--- config.mk ---
export PLATFORM = sky130hd
export DESIGN_NAME = alu_operand_stage_flat
export DESIGN_NICKNAME = d
export VERILOG_FILES = /design/src/rtl/alu_operand_stage_if.sv /design/src/rtl/alu_operand_stage.sv /design/src/flat_wrapper.sv
export SDC_FILE = /design/constraint.sdc
export NUM_CORES = 1
export LEC_CHECK = 0
export ABC_AREA = 1
export BUFFER_PORTS_ARGS = -buffer_cell sky130_fd_sc_hd__buf_2
export CORE_MARGIN = 5
export CORE_UTILIZATION = 52
export DETAILED_ROUTE_END_ITERATION = 8
export HOLD_SLACK_MARGIN = 0.06
export PLACE_DENSITY = 0.76
export SLEW_MARGIN = 20
export SYNTH_ARGS = -nofsm -noshare
export SYNTH_HDL_FRONTEND = slang
export SYNTH_SLANG_ARGS = --single-unit
export TNS_END_PERCENT = 50
--- constraint.sdc ---
create_clock -name clk -period 21.1 [get_ports clk]
set_input_delay 4.22 -clock clk [delete_from_list [all_inputs] [get_ports clk]]
set_output_delay 4.22 -clock clk [all_outputs]
set_load 0.005 [all_outputs]
--- src/rtl/alu_operand_stage_if.sv ---
// alu_operand_stage_if: IDU-side bundle, writeback snoop and ALU-side operand bus for the operand stage
interface alu_operand_stage_if #(parameter int XLEN = 32);
  logic            flush;
  logic            in_valid;
  logic            in_ready;
  logic [XLEN-1:0] in_pc;
  logic [3:0]      in_rs1_addr;
  logic [3:0]      in_rs2_addr;
  logic [XLEN-1:0] in_rs1_data;
  logic [XLEN-1:0] in_rs2_data;
  logic [XLEN-1:0] in_imm;
  logic [1:0]      in_src1_sel;
  logic            in_src2_sel;
  logic [3:0]      in_alu_ctrl;
  logic [3:0]      in_rd;
  logic            wb_en;
  logic [3:0]      wb_rd;
  logic [XLEN-1:0] wb_data;
  logic            out_valid;
  logic            out_ready;
  logic [XLEN-1:0] opnum1;
  logic [XLEN-1:0] opnum2;
  logic [3:0]      alu_ctrl;
  logic [3:0]      out_rd;
  logic            out_illegal;

  modport master (
    output flush, in_valid, in_pc, in_rs1_addr, in_rs2_addr, in_rs1_data, in_rs2_data,
           in_imm, in_src1_sel, in_src2_sel, in_alu_ctrl, in_rd, wb_en, wb_rd, wb_data, out_ready,
    input  in_ready, out_valid, opnum1, opnum2, alu_ctrl, out_rd, out_illegal
  );

  modport slave (
    input  flush, in_valid, in_pc, in_rs1_addr, in_rs2_addr, in_rs1_data, in_rs2_data,
           in_imm, in_src1_sel, in_src2_sel, in_alu_ctrl, in_rd, wb_en, wb_rd, wb_data, out_ready,
    output in_ready, out_valid, opnum1, opnum2, alu_ctrl, out_rd, out_illegal
  );
endinterface

--- src/rtl/alu_operand_stage.sv ---
// alu_operand_stage: 2-entry decode-to-execute FIFO with writeback snoop and ALU operand formation
module alu_operand_stage #(
  parameter int XLEN = 32
) (
  input logic                clk,
  input logic                rst,
  alu_operand_stage_if.slave bus
);
  logic [3:0]      r_rs1_addr [2];
  logic [3:0]      r_rs2_addr [2];
  logic [XLEN-1:0] r_rs1_data [2];
  logic [XLEN-1:0] r_rs2_data [2];
  logic [XLEN-1:0] r_pc       [2];
  logic [XLEN-1:0] r_imm      [2];
  logic [1:0]      r_src1_sel [2];
  logic            r_src2_sel [2];
  logic [3:0]      r_ctrl     [2];
  logic [3:0]      r_rd       [2];
  logic            r_rd_ptr;
  logic            r_wr_ptr;
  logic [1:0]      r_count;
  logic            r_in_ready;
  logic [XLEN-1:0] r_last_op1;
  logic [XLEN-1:0] r_last_op2;
  logic [3:0]      r_last_ctrl;
  logic [3:0]      r_last_rd;
  logic            r_last_ill;

  logic            w_push;
  logic            w_pop;
  logic            w_out_valid;
  logic            w_wb_ok;
  logic [1:0]      w_valid;
  logic [1:0]      w_next_count;
  logic [XLEN-1:0] w_cap_rs1;
  logic [XLEN-1:0] w_cap_rs2;
  logic [XLEN-1:0] w_op1;
  logic [XLEN-1:0] w_op2_raw;
  logic [XLEN-1:0] w_op2;
  logic [3:0]      w_ctrl;

  assign w_out_valid  = r_count != 2'd0;
  assign w_push       = bus.in_valid && r_in_ready;
  assign w_pop        = w_out_valid && bus.out_ready;
  assign w_next_count = bus.flush ? 2'd0 : r_count + {1'b0, w_push} - {1'b0, w_pop};
  // x0 is hard-wired zero, so a writeback to it never overrides captured data
  assign w_wb_ok      = bus.wb_en && bus.wb_rd != 4'd0;
  assign w_valid      = r_count == 2'd2 ? 2'b11 : r_count == 2'd1 ? 2'b01 << r_rd_ptr : 2'b00;
  assign w_cap_rs1    = w_wb_ok && bus.wb_rd == bus.in_rs1_addr ? bus.wb_data : bus.in_rs1_data;
  assign w_cap_rs2    = w_wb_ok && bus.wb_rd == bus.in_rs2_addr ? bus.wb_data : bus.in_rs2_data;

  // Entry storage: capture on push (with writeback bypass), otherwise keep valid entries' sources current
  always_ff @(posedge clk or posedge rst) begin
    if (rst) begin
      for (int i = 0; i < 2; i++) begin
        r_rs1_addr[i] <= '0;
        r_rs2_addr[i] <= '0;
        r_rs1_data[i] <= '0;
        r_rs2_data[i] <= '0;
        r_pc[i]       <= '0;
        r_imm[i]      <= '0;
        r_src1_sel[i] <= '0;
        r_src2_sel[i] <= '0;
        r_ctrl[i]     <= '0;
        r_rd[i]       <= '0;
      end
    end else begin
      for (int i = 0; i < 2; i++) begin
        if (w_push && !bus.flush && r_wr_ptr == 1'(i)) begin
          r_rs1_addr[i] <= bus.in_rs1_addr;
          r_rs2_addr[i] <= bus.in_rs2_addr;
          r_rs1_data[i] <= w_cap_rs1;
          r_rs2_data[i] <= w_cap_rs2;
          r_pc[i]       <= bus.in_pc;
          r_imm[i]      <= bus.in_imm;
          r_src1_sel[i] <= bus.in_src1_sel;
          r_src2_sel[i] <= bus.in_src2_sel;
          r_ctrl[i]     <= bus.in_alu_ctrl;
          r_rd[i]       <= bus.in_rd;
        end else if (w_valid[i]) begin
          if (w_wb_ok && bus.wb_rd == r_rs1_addr[i]) r_rs1_data[i] <= bus.wb_data;
          if (w_wb_ok && bus.wb_rd == r_rs2_addr[i]) r_rs2_data[i] <= bus.wb_data;
        end
      end
    end
  end

  // Pointers, occupancy and registered ready; flush wins over push and pop
  always_ff @(posedge clk or posedge rst) begin
    if (rst) begin
      r_rd_ptr   <= 1'b0;
      r_wr_ptr   <= 1'b0;
      r_count    <= 2'd0;
      r_in_ready <= 1'b1;
    end else begin
      r_rd_ptr   <= bus.flush ? 1'b0 : r_rd_ptr ^ w_pop;
      r_wr_ptr   <= bus.flush ? 1'b0 : r_wr_ptr ^ w_push;
      r_count    <= w_next_count;
      r_in_ready <= w_next_count != 2'd2;
    end
  end

  // Operand formation from the head entry; shifts only see the low 5 bits of the amount
  always_comb begin
    w_ctrl    = r_ctrl[r_rd_ptr];
    w_op1     = r_src1_sel[r_rd_ptr] == 2'd0 ? r_rs1_data[r_rd_ptr] :
                r_src1_sel[r_rd_ptr] == 2'd1 ? r_pc[r_rd_ptr] : '0;
    w_op2_raw = r_src2_sel[r_rd_ptr] ? r_imm[r_rd_ptr] : r_rs2_data[r_rd_ptr];
    w_op2     = w_ctrl == 4'd3 || w_ctrl == 4'd4 ? {{(XLEN-5){1'b0}}, w_op2_raw[4:0]} : w_op2_raw;
  end

  // Remember the last presented operands so the outputs hold steady while empty
  always_ff @(posedge clk or posedge rst) begin
    if (rst) begin
      r_last_op1  <= '0;
      r_last_op2  <= '0;
      r_last_ctrl <= '0;
      r_last_rd   <= '0;
      r_last_ill  <= 1'b0;
    end else if (w_out_valid) begin
      r_last_op1  <= w_op1;
      r_last_op2  <= w_op2;
      r_last_ctrl <= w_ctrl;
      r_last_rd   <= r_rd[r_rd_ptr];
      r_last_ill  <= w_ctrl > 4'd6;
    end
  end

  assign bus.in_ready    = r_in_ready;
  assign bus.out_valid   = w_out_valid;
  assign bus.opnum1      = w_out_valid ? w_op1 : r_last_op1;
  assign bus.opnum2      = w_out_valid ? w_op2 : r_last_op2;
  assign bus.alu_ctrl    = w_out_valid ? w_ctrl : r_last_ctrl;
  assign bus.out_rd      = w_out_valid ? r_rd[r_rd_ptr] : r_last_rd;
  assign bus.out_illegal = w_out_valid ? w_ctrl > 4'd6 : r_last_ill;
endmodule

--- src/flat_wrapper.sv ---
// flat-port wrapper written by rule: the top's interface ports become plain ports
module alu_operand_stage_flat 
#(
  parameter int XLEN = 32
)
  (clk, rst, bus_flush, bus_in_valid, bus_in_pc, bus_in_rs1_addr, bus_in_rs2_addr, bus_in_rs1_data, bus_in_rs2_data, bus_in_imm, bus_in_src1_sel, bus_in_src2_sel, bus_in_alu_ctrl, bus_in_rd, bus_wb_en, bus_wb_rd, bus_wb_data, bus_out_ready, bus_in_ready, bus_out_valid, bus_opnum1, bus_opnum2, bus_alu_ctrl, bus_out_rd, bus_out_illegal);
  alu_operand_stage_if #(.XLEN(XLEN)) bus_i ();
  input logic clk;
  input logic rst;
  input wire logic [$bits(bus_i.flush)-1:0] bus_flush;
  input wire logic [$bits(bus_i.in_valid)-1:0] bus_in_valid;
  input wire logic [$bits(bus_i.in_pc)-1:0] bus_in_pc;
  input wire logic [$bits(bus_i.in_rs1_addr)-1:0] bus_in_rs1_addr;
  input wire logic [$bits(bus_i.in_rs2_addr)-1:0] bus_in_rs2_addr;
  input wire logic [$bits(bus_i.in_rs1_data)-1:0] bus_in_rs1_data;
  input wire logic [$bits(bus_i.in_rs2_data)-1:0] bus_in_rs2_data;
  input wire logic [$bits(bus_i.in_imm)-1:0] bus_in_imm;
  input wire logic [$bits(bus_i.in_src1_sel)-1:0] bus_in_src1_sel;
  input wire logic [$bits(bus_i.in_src2_sel)-1:0] bus_in_src2_sel;
  input wire logic [$bits(bus_i.in_alu_ctrl)-1:0] bus_in_alu_ctrl;
  input wire logic [$bits(bus_i.in_rd)-1:0] bus_in_rd;
  input wire logic [$bits(bus_i.wb_en)-1:0] bus_wb_en;
  input wire logic [$bits(bus_i.wb_rd)-1:0] bus_wb_rd;
  input wire logic [$bits(bus_i.wb_data)-1:0] bus_wb_data;
  input wire logic [$bits(bus_i.out_ready)-1:0] bus_out_ready;
  output wire logic [$bits(bus_i.in_ready)-1:0] bus_in_ready;
  output wire logic [$bits(bus_i.out_valid)-1:0] bus_out_valid;
  output wire logic [$bits(bus_i.opnum1)-1:0] bus_opnum1;
  output wire logic [$bits(bus_i.opnum2)-1:0] bus_opnum2;
  output wire logic [$bits(bus_i.alu_ctrl)-1:0] bus_alu_ctrl;
  output wire logic [$bits(bus_i.out_rd)-1:0] bus_out_rd;
  output wire logic [$bits(bus_i.out_illegal)-1:0] bus_out_illegal;
  assign bus_i.flush = bus_flush;
  assign bus_i.in_valid = bus_in_valid;
  assign bus_i.in_pc = bus_in_pc;
  assign bus_i.in_rs1_addr = bus_in_rs1_addr;
  assign bus_i.in_rs2_addr = bus_in_rs2_addr;
  assign bus_i.in_rs1_data = bus_in_rs1_data;
  assign bus_i.in_rs2_data = bus_in_rs2_data;
  assign bus_i.in_imm = bus_in_imm;
  assign bus_i.in_src1_sel = bus_in_src1_sel;
  assign bus_i.in_src2_sel = bus_in_src2_sel;
  assign bus_i.in_alu_ctrl = bus_in_alu_ctrl;
  assign bus_i.in_rd = bus_in_rd;
  assign bus_i.wb_en = bus_wb_en;
  assign bus_i.wb_rd = bus_wb_rd;
  assign bus_i.wb_data = bus_wb_data;
  assign bus_i.out_ready = bus_out_ready;
  assign bus_in_ready = bus_i.in_ready;
  assign bus_out_valid = bus_i.out_valid;
  assign bus_opnum1 = bus_i.opnum1;
  assign bus_opnum2 = bus_i.opnum2;
  assign bus_alu_ctrl = bus_i.alu_ctrl;
  assign bus_out_rd = bus_i.out_rd;
  assign bus_out_illegal = bus_i.out_illegal;
  alu_operand_stage #(.XLEN(XLEN)) u_core (.clk(clk), .rst(rst), .bus(bus_i));
endmodule
Word level (Yosys, flattened, before mapping)
Index checks and enable logic that the tools add are counted.
{"block": "totals", "ff_bits": 372, "inputBits": 189, "output_inout_bits": 75}
{"block": "classes", "n_addsub": 2, "magnitude_cmp": 2, "n_eq_ne": 12, "n_shift": 1, "mux": 52, "bitwise": 4, "n_reduce_logical": 27}
{"op": "$mux W32", "count": 32}
{"op": "$mux W4", "count": 8}
{"op": "$eq A4 B4 Y1", "count": 6}
{"op": "$reduce_bool A2 Y1", "count": 7}
{"op": "$logic_and A1 B1 Y1", "count": 12}
{"op": "$mux W2", "count": 6}
{"op": "$reduce_and A2 Y1", "count": 4}
{"op": "$mux W1", "count": 6}
{"op": "$eq A2 B1 Y1 const B", "count": 2}
{"op": "$eq A4 B2 Y1 const B", "count": 1}
{"op": "$eq A4 B3 Y1 const B", "count": 1}
{"op": "$gt A4 B3 Y1 const B", "count": 1}
{"op": "$reduce_bool A4 Y1", "count": 1}
{"op": "$add A2 B1 Y2", "count": 1}
{"op": "$eq A2 B2 Y1 const B", "count": 1}
{"op": "$ge A2 B2 Y1 const B", "count": 1}
{"op": "$logic_not A2 Y1", "count": 1}
{"op": "$ne A2 B2 Y1 const B", "count": 1}
{"op": "$not A1 Y2", "count": 1}
{"op": "$shl A1 B1 Y2 const A", "count": 1}
{"op": "$sub A2 B1 Y2", "count": 1}
{"op": "$xor A1 B1 Y1", "count": 2}
{"op": "$logic_not A1 Y1", "count": 1}
{"op": "$logic_or A1 B1 Y1", "count": 1}
{"op": "$not A1 Y1", "count": 1}

Logic depth before layout (Yosys ltp)
Gate-level depths: netlist of the first run.
{"block": "depth", "ltp_word": 8, "ltp_mapped": 12, "mapped_depth_nobuf": 9}

Least setup slack after synthesis of the first run
Ideal clock, no wire load.
{"block": "synth_timing", "path_kind": "reg2out", "from": "register u_core.r_rd_ptr", "to": "output port bus_opnum2[11]", "arrival_ns": 1.486, "required_time_ns": 16.880, "slack_ns": 15.394, "stages_incl_launch_ff": 11, "n_path_buf": 2, "cell_sequence": "dfrtp_1 buf_6 or2_1 o21ai_2 nand2_1 o21ai_1 inv_1 a21oi_4 buf_6 nand2_1 nand2_1"}
{"block": "synth_between", "elab_chain_cells": 8, "word_cells_on_any_way": 19, "classes_between": "eq/ne (2); mux (15); bitwise (1); reduce/logical (1)"}
{"element": "start: declaration", "line": "alu_operand_stage.sv:19", "source": "logic r_rd_ptr;"}
{"element": "start signal: assignment", "line": "alu_operand_stage.sv:96", "source": "r_rd_ptr <= bus.flush ? 1'b0 : r_rd_ptr ^ w_pop;"}
{"element": "$not A1 Y2 (implied by the code) *", "line": "alu_operand_stage.sv:105, alu_operand_stage.sv:108"}
{"element": "$mux W4 (implied by the code) (3 in series)", "line": "alu_operand_stage.sv:105", "source": "w_ctrl = r_ctrl[r_rd_ptr];"}
{"element": "$eq A4 B2 Y1 or $eq A4 B3 Y1 (tied branches)", "line": "alu_operand_stage.sv:109", "source": "w_op2 = w_ctrl == 4'd3 || w_ctrl == 4'd4 ? {{(XLEN-5){1'b0}}, w_op2_raw[4:0]} : w_op2_raw;"}
{"element": "$logic_or A1 B1 Y1", "line": "alu_operand_stage.sv:109"}
{"element": "$mux W32 *", "line": "alu_operand_stage.sv:109"}
{"element": "$mux W32 *", "line": "alu_operand_stage.sv:132", "source": "assign bus.opnum2 = w_out_valid ? w_op2 : r_last_op2;"}
{"element": "end: declaration", "line": "flat_wrapper.sv:29", "source": "output wire logic [$bits(bus_i.opnum2)-1:0] bus_opnum2;"}
Mark *: on every way between the ends. The rest lies on a longest branch, timed or not. The select of a mux whose other input is x is not followed.

Worst setup path in the final report of the first run
{"block": "layout_timing", "from": "register u_core.r_rd_ptr", "to": "output port bus_opnum2[31]"}
Same word-level chain as after synthesis.

==> results.json, run 1 <==
{
  "peakVddDrop_mv": 0.09732,
  "dieHeight_um": 200.6,
  "switching_share_pct": 39.92,
  "synthMuxAreaShare_pct": 0,
  "cts_buffers": 42,
  "crit_fanout": 63,
  "outcome": "complete, no violations",
  "dpl_worst_slack_ns": 12.81,
  "overflow": 0,
  "port_buffers": 263,
  "reg2reg_from": "u_core.r_rd_ptr$_DFF_PP0_",
  "vias_per_cell": 5.732,
  "synth_edf_count": 0,
  "ff2ff_path_depth": 12,
  "final_hold_viol_count": 0,
  "utilization_pct": 60.21,
  "num_io_pins": 264,
  "grt_pass1_vias": 17580,
  "start_util_pct": 52.83,
  "synth_area_leaders": "dfrtp_1, nand2_1, o21ai_0, nor2_1, inv_1",
  "crit_end": "bus_opnum2[31]",
  "setup_slack_ns": 12.50,
  "fmax_mhz": 116.2,
  "avgSynthCellArea_um2": 7.498,
  "post_synth_fa_ha_maj_area_fraction_pct": 0.1325,
  "synth_xor_area_share_pct": 0.6030,
  "period_minus_slack_ns": 8.603,
  "hold_ws_ns": 0.4710,
  "rsz0062_at_grt": "false",
  "placed_area_um2": 20120,
  "vias": 18190,
  "cp-end-kind": "output port",
  "die_w_um": 200.6,
  "cts-hold-fix-buffers": 0,
  "synthDistinctLibCells": 37,
  "skew_ns": 0.01015,
  "slew_headroom_pct": 30.11,
  "syn_area_um2": 18880,
  "setup_viol": 0,
  "synth-compound-area-share_pct": 14.76,
  "yosysWarningCount": 0,
  "clockPowerShare_pct": 22.6,
  "ys_seq_area_share_pct": 49.31,
  "async_flop_share_pct": 100.0,
  "arrival_ns": 4.38,
  "root_buffer": "clkbuf_16",
  "yosys_register_bits": 372,
  "required_ns": 16.88,
  "maxSlewViolCount": 0,
  "synth_commonest_cells": "nand2_1, dfrtp_1, nor2_1",
  "syn-num-nets": 2709,
  "p_leak_nw": 10.91,
  "powerDensity_nw_per_um2": 150.8,
  "yosysTopAreaCell": "dfrtp_1",
  "wl_per_cell_um": 19.29,
  "routabilityCongestion": 0.8947,
  "dpl.hpwl_um": 39680,
  "antenna_found_initial": 16,
  "netlist.area_leader.share_pct": 49.17,
  "worst_pin_slew_ns": 1.048,
  "clk_pin_slew_ns": 0.06,
  "stdcell_area_um2": 21520,
  "dieArea_um2": 40220,
  "tritoncts": "built",
  "startpoint": "u_core.r_rd_ptr$_DFF_PP0_",
  "synth_most_common_cell": "nand2_1",
  "drive_gt1_share_pct": 13.97,
  "clock_sinks": 372,
  "start_kind": "flip-flop",
  "multi_input_area_um2": 7954,
  "reg2reg_to": "u_core.r_rs2_data[42]$_DFFE_PP0P_",
  "r2r_setup_slack_ns": 17.14,
  "dr.pass1.iters": 6,
  "drc": 0,
  "nNetsFinal": 2861,
  "synth-simple-area-share_pct": 26.52,
  "internal-power_mw": 1.950,
  "p_sw_mw": 1.296,
  "seq_power_share_pct": 39.0,
  "clk_path_buf_depth": 3,
  "grt_pass1_wl_um": 96880,
  "core_um2": 35740,
  "synth-main-ff-cell": "dfrtp_1",
  "area_growth_pct": 13.98,
  "drv_cap": 0,
  "setup_tns_ns": 0,
  "synth_top_family_by_area": "simple AND/OR/NAND/NOR gates",
  "h-tree-depth": 2,
  "cts_setup_buffers": 0,
  "grt_max_degree": 174,
  "ant_nets": 0,
  "min_path_type": "flip-flop to flip-flop",
  "grt_usage_pct": 29.50,
  "drtIter0Drc": 2095,
  "rows": 69,
  "finalCritPeriodShare_pct": 40.77,
  "fill_cells": 3274,
  "p_comb_share_pct": 38.4,
  "cts_resized": 0,
  "seqCellArea_um2": 9314,
  "crit_type": "flip-flop to output port",
  "insertion_delay_ns": 0.55,
  "synth_cells": 2518,
  "routed_wl_um": 61220
}
-- worst min-delay path by stage --
stage / start / endpoint / slack [ns] / cells after the start
global placement: u_core.r_ctrl[6]$_DFFE_PP0P_ / u_core.r_ctrl[6]$_DFFE_PP0P_ / 0.45 / 2
detailed placement: u_core.r_last_op2[23]$_DFF_PP0_ / u_core.r_last_op2[23]$_DFF_PP0_ / 0.46 / 2
floorplan: u_core.r_ctrl[6]$_DFFE_PP0P_ / u_core.r_ctrl[6]$_DFFE_PP0P_ / 0.44 / 2
finish: u_core.r_last_op2[7]$_DFF_PP0_ / u_core.r_last_op2[7]$_DFF_PP0_ / 0.47 / 2
CTS: u_core.r_ctrl[6]$_DFFE_PP0P_ / u_core.r_ctrl[6]$_DFFE_PP0P_ / 0.47 / 2
global route: u_core.r_ctrl[6]$_DFFE_PP0P_ / u_core.r_ctrl[6]$_DFFE_PP0P_ / 0.48 / 2
-- critical path, cell delays in order, from the launching register on --
cell	delay (ns)
dfrtp_4	0.95
clkinv_2	0.72
or2_1	0.46
o21ai_4	0.06
buf_4	0.54
inv_4	0.37
o21ai_0	0.25
nand2_1	0.13
nand2_1	0.10
nand2_1	0.09
buf_2	0.14
-- cell usage in the layout, fill, tap and decap left out, types with 43 or more instances in the layout --
master     count
o21ai_0      247
nor2_1       287
dfrtp_1      370
a21oi_1      136
o21ai_1       74
inv_1        193
clkbuf_16     43
nand2_1      707
buf_2        263
nand3_1      146
nand4_1       64
-- cell type report --
class | instances | share of cell area, %
timing repair buffer | 284 | 6.942
clock inverter | 13 | 0.7965
tap | 461 | 2.680
antenna | 15 | 0.1744
multi-input combinational | 1766 | 36.96
inverter | 204 | 3.657
clock buffer | 59 | 5.512
sequential | 372 | 43.28
-- routing by layer --
metal  GRT usage [%]  routed length [µm]
met1           41.65               25460
met2           44.31               27520
met4           13.82                2782
met5               0                  22
met3           5.703                5437
-- logic make-up (layout without fill, tap and decap cells) --
| group | Yosys count | after routing |
|---|---|---|
| buf+inv | 380 | 560 |
| xor+xnor | 13 | 13 |
| fa+ha+maj | 2 | 2 |
| flops | 372 | 372 |
| simple gates | 1225 | 1225 |
| compound gates | 526 | 526 |
| other cells | 0 | 15 |
-- flip-flops by register name, indices dropped and copies added, names as in the netlist, 2 cells and up --
| name | count |
|---|---|
| u_core.r_rs1_data | 64 |
| u_core.r_count | 2 |
| u_core.r_rd | 8 |
| u_core.r_pc | 64 |
| u_core.r_rs2_addr | 8 |
| u_core.r_rs2_data | 64 |
| u_core.r_rs1_addr | 8 |
| u_core.r_src2_sel | 2 |
| u_core.r_last_ctrl | 4 |
| u_core.r_ctrl | 8 |
| u_core.r_last_op1 | 32 |
| u_core.r_last_op2 | 32 |
| u_core.r_last_rd | 4 |
| u_core.r_imm | 64 |
| u_core.r_src1_sel | 4 |
-- per-stage QoR --
step	total power, mW	instances
global placement	2.456	3087
detailed placement	2.505	3087
finish	3.246	3174
CTS	3.249	3159
global route	3.478	3173
floorplan	2.071	2518
-- power by group through the flow --
stage          logic [mW]  registers (mW)  clock network (mW)
2_1_floorplan       0.874            1.20                   0
3_3_place_gp         1.21            1.25                   0
3_5_place_dp         1.24            1.27                   0
4_1_cts              1.25            1.26               0.743
5_1_grt              1.41            1.30               0.773
6_report             1.25            1.27               0.734
Note: power is estimated with default switching activity, not from simulation.
==> run 2: changes to the inputs <==
--- a/config.mk
+++ b/config.mk
@@ -11,7 +11,7 @@
 export CORE_UTILIZATION = 52
 export DETAILED_ROUTE_END_ITERATION = 8
 export HOLD_SLACK_MARGIN = 0.06
-export PLACE_DENSITY = 0.76
+export PLACE_DENSITY = 0.79
 export SLEW_MARGIN = 20
 export SYNTH_ARGS = -nofsm -noshare
 export SYNTH_HDL_FRONTEND = slang
==> constraint.sdc (replaced) <==
create_clock -name clk -period 7.14 [get_ports clk]
set_input_delay 1.428 -clock clk [delete_from_list [all_inputs] [get_ports clk]]
set_output_delay 1.428 -clock clk [all_outputs]
set_load 0.005 [all_outputs]
==> results.json, run 2 (synthesized netlist as in run 1, its figures left out) <==
{
  "dpl.hpwl_um": 40300,
  "port_buffers": 263,
  "drtIter0Drc": 1886,
  "cts-hold-fix-buffers": 0,
  "final_common_cell": "nand2_1",
  "grt_pass1_wl_um": 98120,
  "num_io_pins": 264,
  "nNetsFinal": 2862,
  "cts_resized": 0,
  "max_stage_delay_ns": 0.88,
  "root_buffer": "clkbuf_16",
  "peakVddDrop_mv": 0.3097,
  "drc": 0,
  "reg2reg_to": "u_core.r_rs2_data[20]$_DFFE_PP0P_",
  "die_w_um": 200.6,
  "h-tree-depth": 2,
  "p_leak_nw": 10.90,
  "dr.pass1.iters": 6,
  "ff2ff_path_depth": 9,
  "maxSlewViolCount": 0,
  "tritoncts": "built",
  "cts_buffers": 42,
  "dpl_worst_slack_ns": 2.230,
  "powerDensity_nw_per_um2": 445.7,
  "routabilityCongestion": 0.8972,
  "outcome": "complete, no violations",
  "r2r_setup_slack_ns": 3.66,
  "drive_gt1_share_pct": 13.99,
  "min_path_type": "flip-flop to flip-flop",
  "start_util_pct": 52.83,
  "crit_top_cell": "nand2_1",
  "area_growth_pct": 14.16,
  "rows": 69,
  "finalCritPeriodShare_pct": 76.19,
  "insertion_delay_ns": 0.60,
  "min_from": "u_core.r_last_op2[23]$_DFF_PP0_",
  "clk_pin_slew_ns": 0.06,
  "setup_viol": 0,
  "crit_type": "flip-flop to output port",
  "arrival_ns": 4.01,
  "fmax_mhz": 183.8,
  "rsz0062_at_grt": "false",
  "slew_headroom_pct": 25.47,
  "period_minus_slack_ns": 5.440,
  "routed_wl_um": 62120,
  "min_to": "u_core.r_last_op2[23]$_DFF_PP0_",
  "grt_usage_pct": 29.90,
  "vias_per_cell": 5.803,
  "stdcell_area_um2": 21550,
  "clk_path_buf_depth": 3,
  "setup_slack_ns": 1.700,
  "skew_ns": 0.03254,
  "reg2reg_from": "u_core.bus.in_ready$_DFF_PP1_",
  "crit_fanout": 56,
  "clock_sinks": 372,
  "required_ns": 5.71,
  "placed_area_um2": 20130,
  "grt_pass1_vias": 18020,
  "cp-end-kind": "output port",
  "wl_per_cell_um": 19.52,
  "cp_slowest_cell": "dfrtp_4",
  "layout_common_cells": "nand2_1, dfrtp_1, nor2_1, buf_2, o21ai_0",
  "core_um2": 35740,
  "final_hold_viol_count": 0,
  "hold_depth": 2,
  "grt_max_degree": 168,
  "antenna_found_initial": 21,
  "dieArea_um2": 40220,
  "ant_nets": 0,
  "path_cells": "clkinv_2 -> or2_1 -> o21ai_4 -> buf_4 -> nor2_1 -> nor2_1 -> o21ai_0 -> nand2_1 -> nand2_1 -> nand2_1 -> buf_2",
  "start_kind": "flip-flop",
  "drv_cap": 0,
  "overflow": 0,
  "setup_tns_ns": 0,
  "worst_pin_slew_ns": 1.118,
  "cts_setup_buffers": 0,
  "vias": 18470,
  "dieHeight_um": 200.6
}
==> run 2: cell types whose count changed in the layout (fill, tap and decap cells not counted), moves of 2 or more <==
cell / before / now
clkbuf_1: 11 / 14
clkinv_8: 0 / 2
inv_4: 1 / 3
clkbuf_8: 5 / 10
diode_2: 15 / 20
clkinv_2: 8 / 3
bufinv_16: 4 / 1
==> run 2: area by class of cell <==
type                    instances  area [µm²]
diodes                         20       50.05
flip-flops and latches        372        9314
multi-input cells            1766        7955
fillers                      3250       14190
clock inverters                 8       118.9
well taps                     461       576.8
inverters                     204       783.3
repair buffers                285        1514
clock buffers                  66        1241
==> run 2: layer usage <==
metal  vias up  GRT usage, %  wire length [µm]
li1       8438             -                 -
met1      8733         41.33             24930
met2      1113         44.44             27720
met3       179         6.333              6098
met4         2         16.08              3366
met5         -             0                13
==> run 2: worst max path at each step <==
stage / end / slack [ns] / start / cells past startpoint
after floorplan: u_core.r_count[0]$_DFF_PP0_ / 0.72 / rst / 1
after global placement: bus_opnum1[18] / 2.24 / u_core.r_rd_ptr$_DFF_PP0_ / 6
after detailed placement: bus_opnum1[18] / 2.23 / u_core.r_rd_ptr$_DFF_PP0_ / 6
after CTS: bus_opnum1[18] / 1.56 / u_core.r_rd_ptr$_DFF_PP0_ / 6
after global routing: bus_opnum2[11] / 1.44 / u_core.r_rd_ptr$_DFF_PP0_ / 11
final: bus_opnum2[11] / 1.70 / u_core.r_rd_ptr$_DFF_PP0_ / 11
==> run 2: worst max-delay path: cells and delay by family, from the launching register on <==
family | cells | cell delay [ns]
compound gates | 2 | 0.23
simple gates | 6 | 0.93
buf+inv | 3 | 1.27
flops | 1 | 0.88
==> run 2: through the flow <==
stage	cells	util, %	hold slack, ns	power [mW]
floorplan	2518	-	0.4366	6.120
global placement	3088	56.32	0.4579	7.265
detailed placement	3088	56.33	0.4586	7.430
CTS	3162	60.14	0.4738	9.596
global route	3182	60.30	0.4898	10.28
finish	3182	60.30	0.4679	9.607
==> run 2: power breakdown <==
group	leakage, nW	switching, mW	internal, mW	total [mW]
Sequential	4.53	0.600	3.14	3.74
Clock	0.658	0.903	1.24	2.14
Combinational	5.72	2.41	1.32	3.72
Total	10.9	3.91	5.70	9.61
==> run 3: changes to the inputs <==
--- a/config.mk
+++ b/config.mk
@@ -11,7 +11,7 @@
 export CORE_UTILIZATION = 52
 export DETAILED_ROUTE_END_ITERATION = 8
 export HOLD_SLACK_MARGIN = 0.06
-export PLACE_DENSITY = 0.79
+export PLACE_DENSITY = 0.76
 export SLEW_MARGIN = 20
 export SYNTH_ARGS = -nofsm -noshare
 export SYNTH_HDL_FRONTEND = slang
==> constraint.sdc (replaced) <==
create_clock -name clk -period 5.3 [get_ports clk]
set_input_delay 1.06 -clock clk [delete_from_list [all_inputs] [get_ports clk]]
set_output_delay 1.06 -clock clk [all_outputs]
set_load 0.005 [all_outputs]
==> results.json, run 3 (synthesized netlist as in run 1, its figures left out) <==
{
  "layout_common_cells": "nand2_1, dfrtp_1, nor2_1, buf_2, o21ai_0",
  "dr.pass1.iters": 8,
  "overflow": 0,
  "top_layer": "met5",
  "core_um2": 35740,
  "dieArea_um2": 40220,
  "ant_nets": 0,
  "met1Wirelength_um": 25860,
  "grt_pass1_wl_um": 97820,
  "cts_resized": 0,
  "dr_wl_met2_um": 27370,
  "wl_per_cell_um": 19.48,
  "dieHeight_um": 200.6,
  "outcome": "complete, no violations",
  "cp-end-kind": "output port",
  "rsz0062_at_grt": "false",
  "powerDensity_nw_per_um2": 601.6,
  "setup_tns_ns": 0,
  "drive_gt1_share_pct": 14.34,
  "reg2reg_from": "u_core.r_rd_ptr$_DFF_PP0_",
  "setup_viol": 0,
  "maxSlewViolCount": 0,
  "cp_slowest_cell": "and2_1",
  "path_cells": "buf_4 -> nand2_1 -> nand2_1 -> and2_1 -> buf_4 -> nand2_1 -> a31oi_1 -> buf_2",
  "start_kind": "flip-flop",
  "wl_met3_um": 5444,
  "routabilityCongestion": 0.9132,
  "final_hold_viol_count": 0,
  "dpl.hpwl_um": 40920,
  "finalCritPeriodShare_pct": 82.76,
  "drv_cap": 0,
  "h-tree-depth": 2,
  "fmax_mhz": 228.0,
  "max_stage_delay_ns": 0.61,
  "routed_wl_um": 61920,
  "clock_sinks": 372,
  "arrival_ns": 3.33,
  "vias_per_cell": 5.745,
  "cts-hold-fix-buffers": 0,
  "drtIter0Drc": 2121,
  "insertion_delay_ns": 0.55,
  "slew_headroom_pct": 22.20,
  "die_w_um": 200.6,
  "r2r_setup_slack_ns": 1.99,
  "area_growth_pct": 14.18,
  "crit_fanout": 46,
  "rows": 69,
  "nNetsFinal": 2865,
  "crit_top_cell": "nand2_1",
  "utilization_pct": 60.32,
  "min_path_type": "flip-flop to flip-flop",
  "clk_path_buf_depth": 3,
  "period_minus_slack_ns": 4.386,
  "min_from": "u_core.r_last_op2[26]$_DFF_PP0_",
  "required_ns": 4.24,
  "vias": 18260,
  "root_buffer": "clkbuf_16",
  "final_common_cell": "nand2_1",
  "startpoint": "u_core.r_rd_ptr$_DFF_PP0_",
  "crit_type": "flip-flop to output port",
  "setup_slack_ns": 0.9137,
  "worst_pin_slew_ns": 1.167,
  "num_io_pins": 264,
  "cts_setup_buffers": 0,
  "start_util_pct": 52.83,
  "dpl_worst_slack_ns": 1.522,
  "grt_pass1_vias": 17630,
  "skew_ns": 0.02576,
  "fill_cells": 3282,
  "grt_max_degree": 149,
  "clk_pin_slew_ns": 0.06,
  "p_leak_nw": 10.94,
  "peakVddDrop_mv": 0.3008,
  "antenna_found_initial": 13,
  "grt_usage_pct": 29.83,
  "drc": 0,
  "port_buffers": 263,
  "cts_buffers": 41,
  "tritoncts": "built"
}
[run 3: changes by cell type in the layout (fill, tap and decap cells not counted), moves of 2 or more]
cell,delta
clkinv_8,-2
clkbuf_1,-7
clkinv_2,+7
inv_6,+2
inv_4,-2
buf_6,-2
diode_2,-8
buf_4,+6
[run 3: per-stage QoR]
| stage | power (mW) | cells | hold WS (ns) | area [µm²] |
|---|---|---|---|---|
| finish | 12.97 | 3178 | 0.4690 | 21560 |
| global route | 13.89 | 3178 | 0.4897 | 21560 |
| CTS | 12.96 | 3166 | 0.4712 | 21530 |
| detailed placement | 10.01 | 3092 | 0.4576 | 20160 |
| global placement | 9.846 | 3092 | 0.4514 | 20160 |
| floorplan | 8.245 | 2518 | 0.4366 | 18880 |
[run 3: where the power goes]
part | total, mW | switching [mW] | internal, mW | leakage [nW]
sequential | 5.00 | 0.765 | 4.24 | 4.53
clock | 2.90 | 1.20 | 1.71 | 0.676
combinational | 5.07 | 3.28 | 1.78 | 5.73
total | 13.0 | 5.24 | 7.73 | 10.9
[run 3: layout make-up]
type | count | area (µm²) | area share (%)
clock buffer | 59 | 1226 | 5.688
clock inverter | 15 | 137.6 | 0.6384
tap | 461 | 576.8 | 2.676
antenna | 12 | 30.03 | 0.1393
inverter | 204 | 783.3 | 3.633
multi-input combinational | 1766 | 7954 | 36.89
sequential | 372 | 9314 | 43.20
timing repair buffer | 289 | 1536 | 7.127
[run 3: routing by layer]
layer / GRT usage (%) / vias to the layer above
met5: 0 / -
met4: 15.14 / 2
met3: 6.042 / 169
met2: 43.97 / 946
met1: 42.17 / 8715
li1: - / 8427
[run 3: worst max-delay path, delay by kind of cell, from the launching register on]
| kind | cells | cell delay, ns |
|---|---|---|
| flip-flops | 1 | 0.53 |
| AO/OA/AOI/OAI | 1 | 0.24 |
| buffers and inverters | 3 | 1.05 |
| AND/OR/NAND/NOR | 4 | 0.94 |
[run 3: final timing paths]
check	depth (start not counted)	endpoint
min	2	u_core.r_last_op2[26]$_DFF_PP0_
min in group asynchronous	2	u_core.r_last_op2[31]$_DFF_PP0_
min reg2reg	2	u_core.r_last_op2[26]$_DFF_PP0_
max	8	bus_opnum1[7]
max reg2reg	12	u_core.r_rs1_data[49]$_DFFE_PP0P_
max in group asynchronous	3	u_core.r_rs2_data[12]$_DFFE_PP0P_
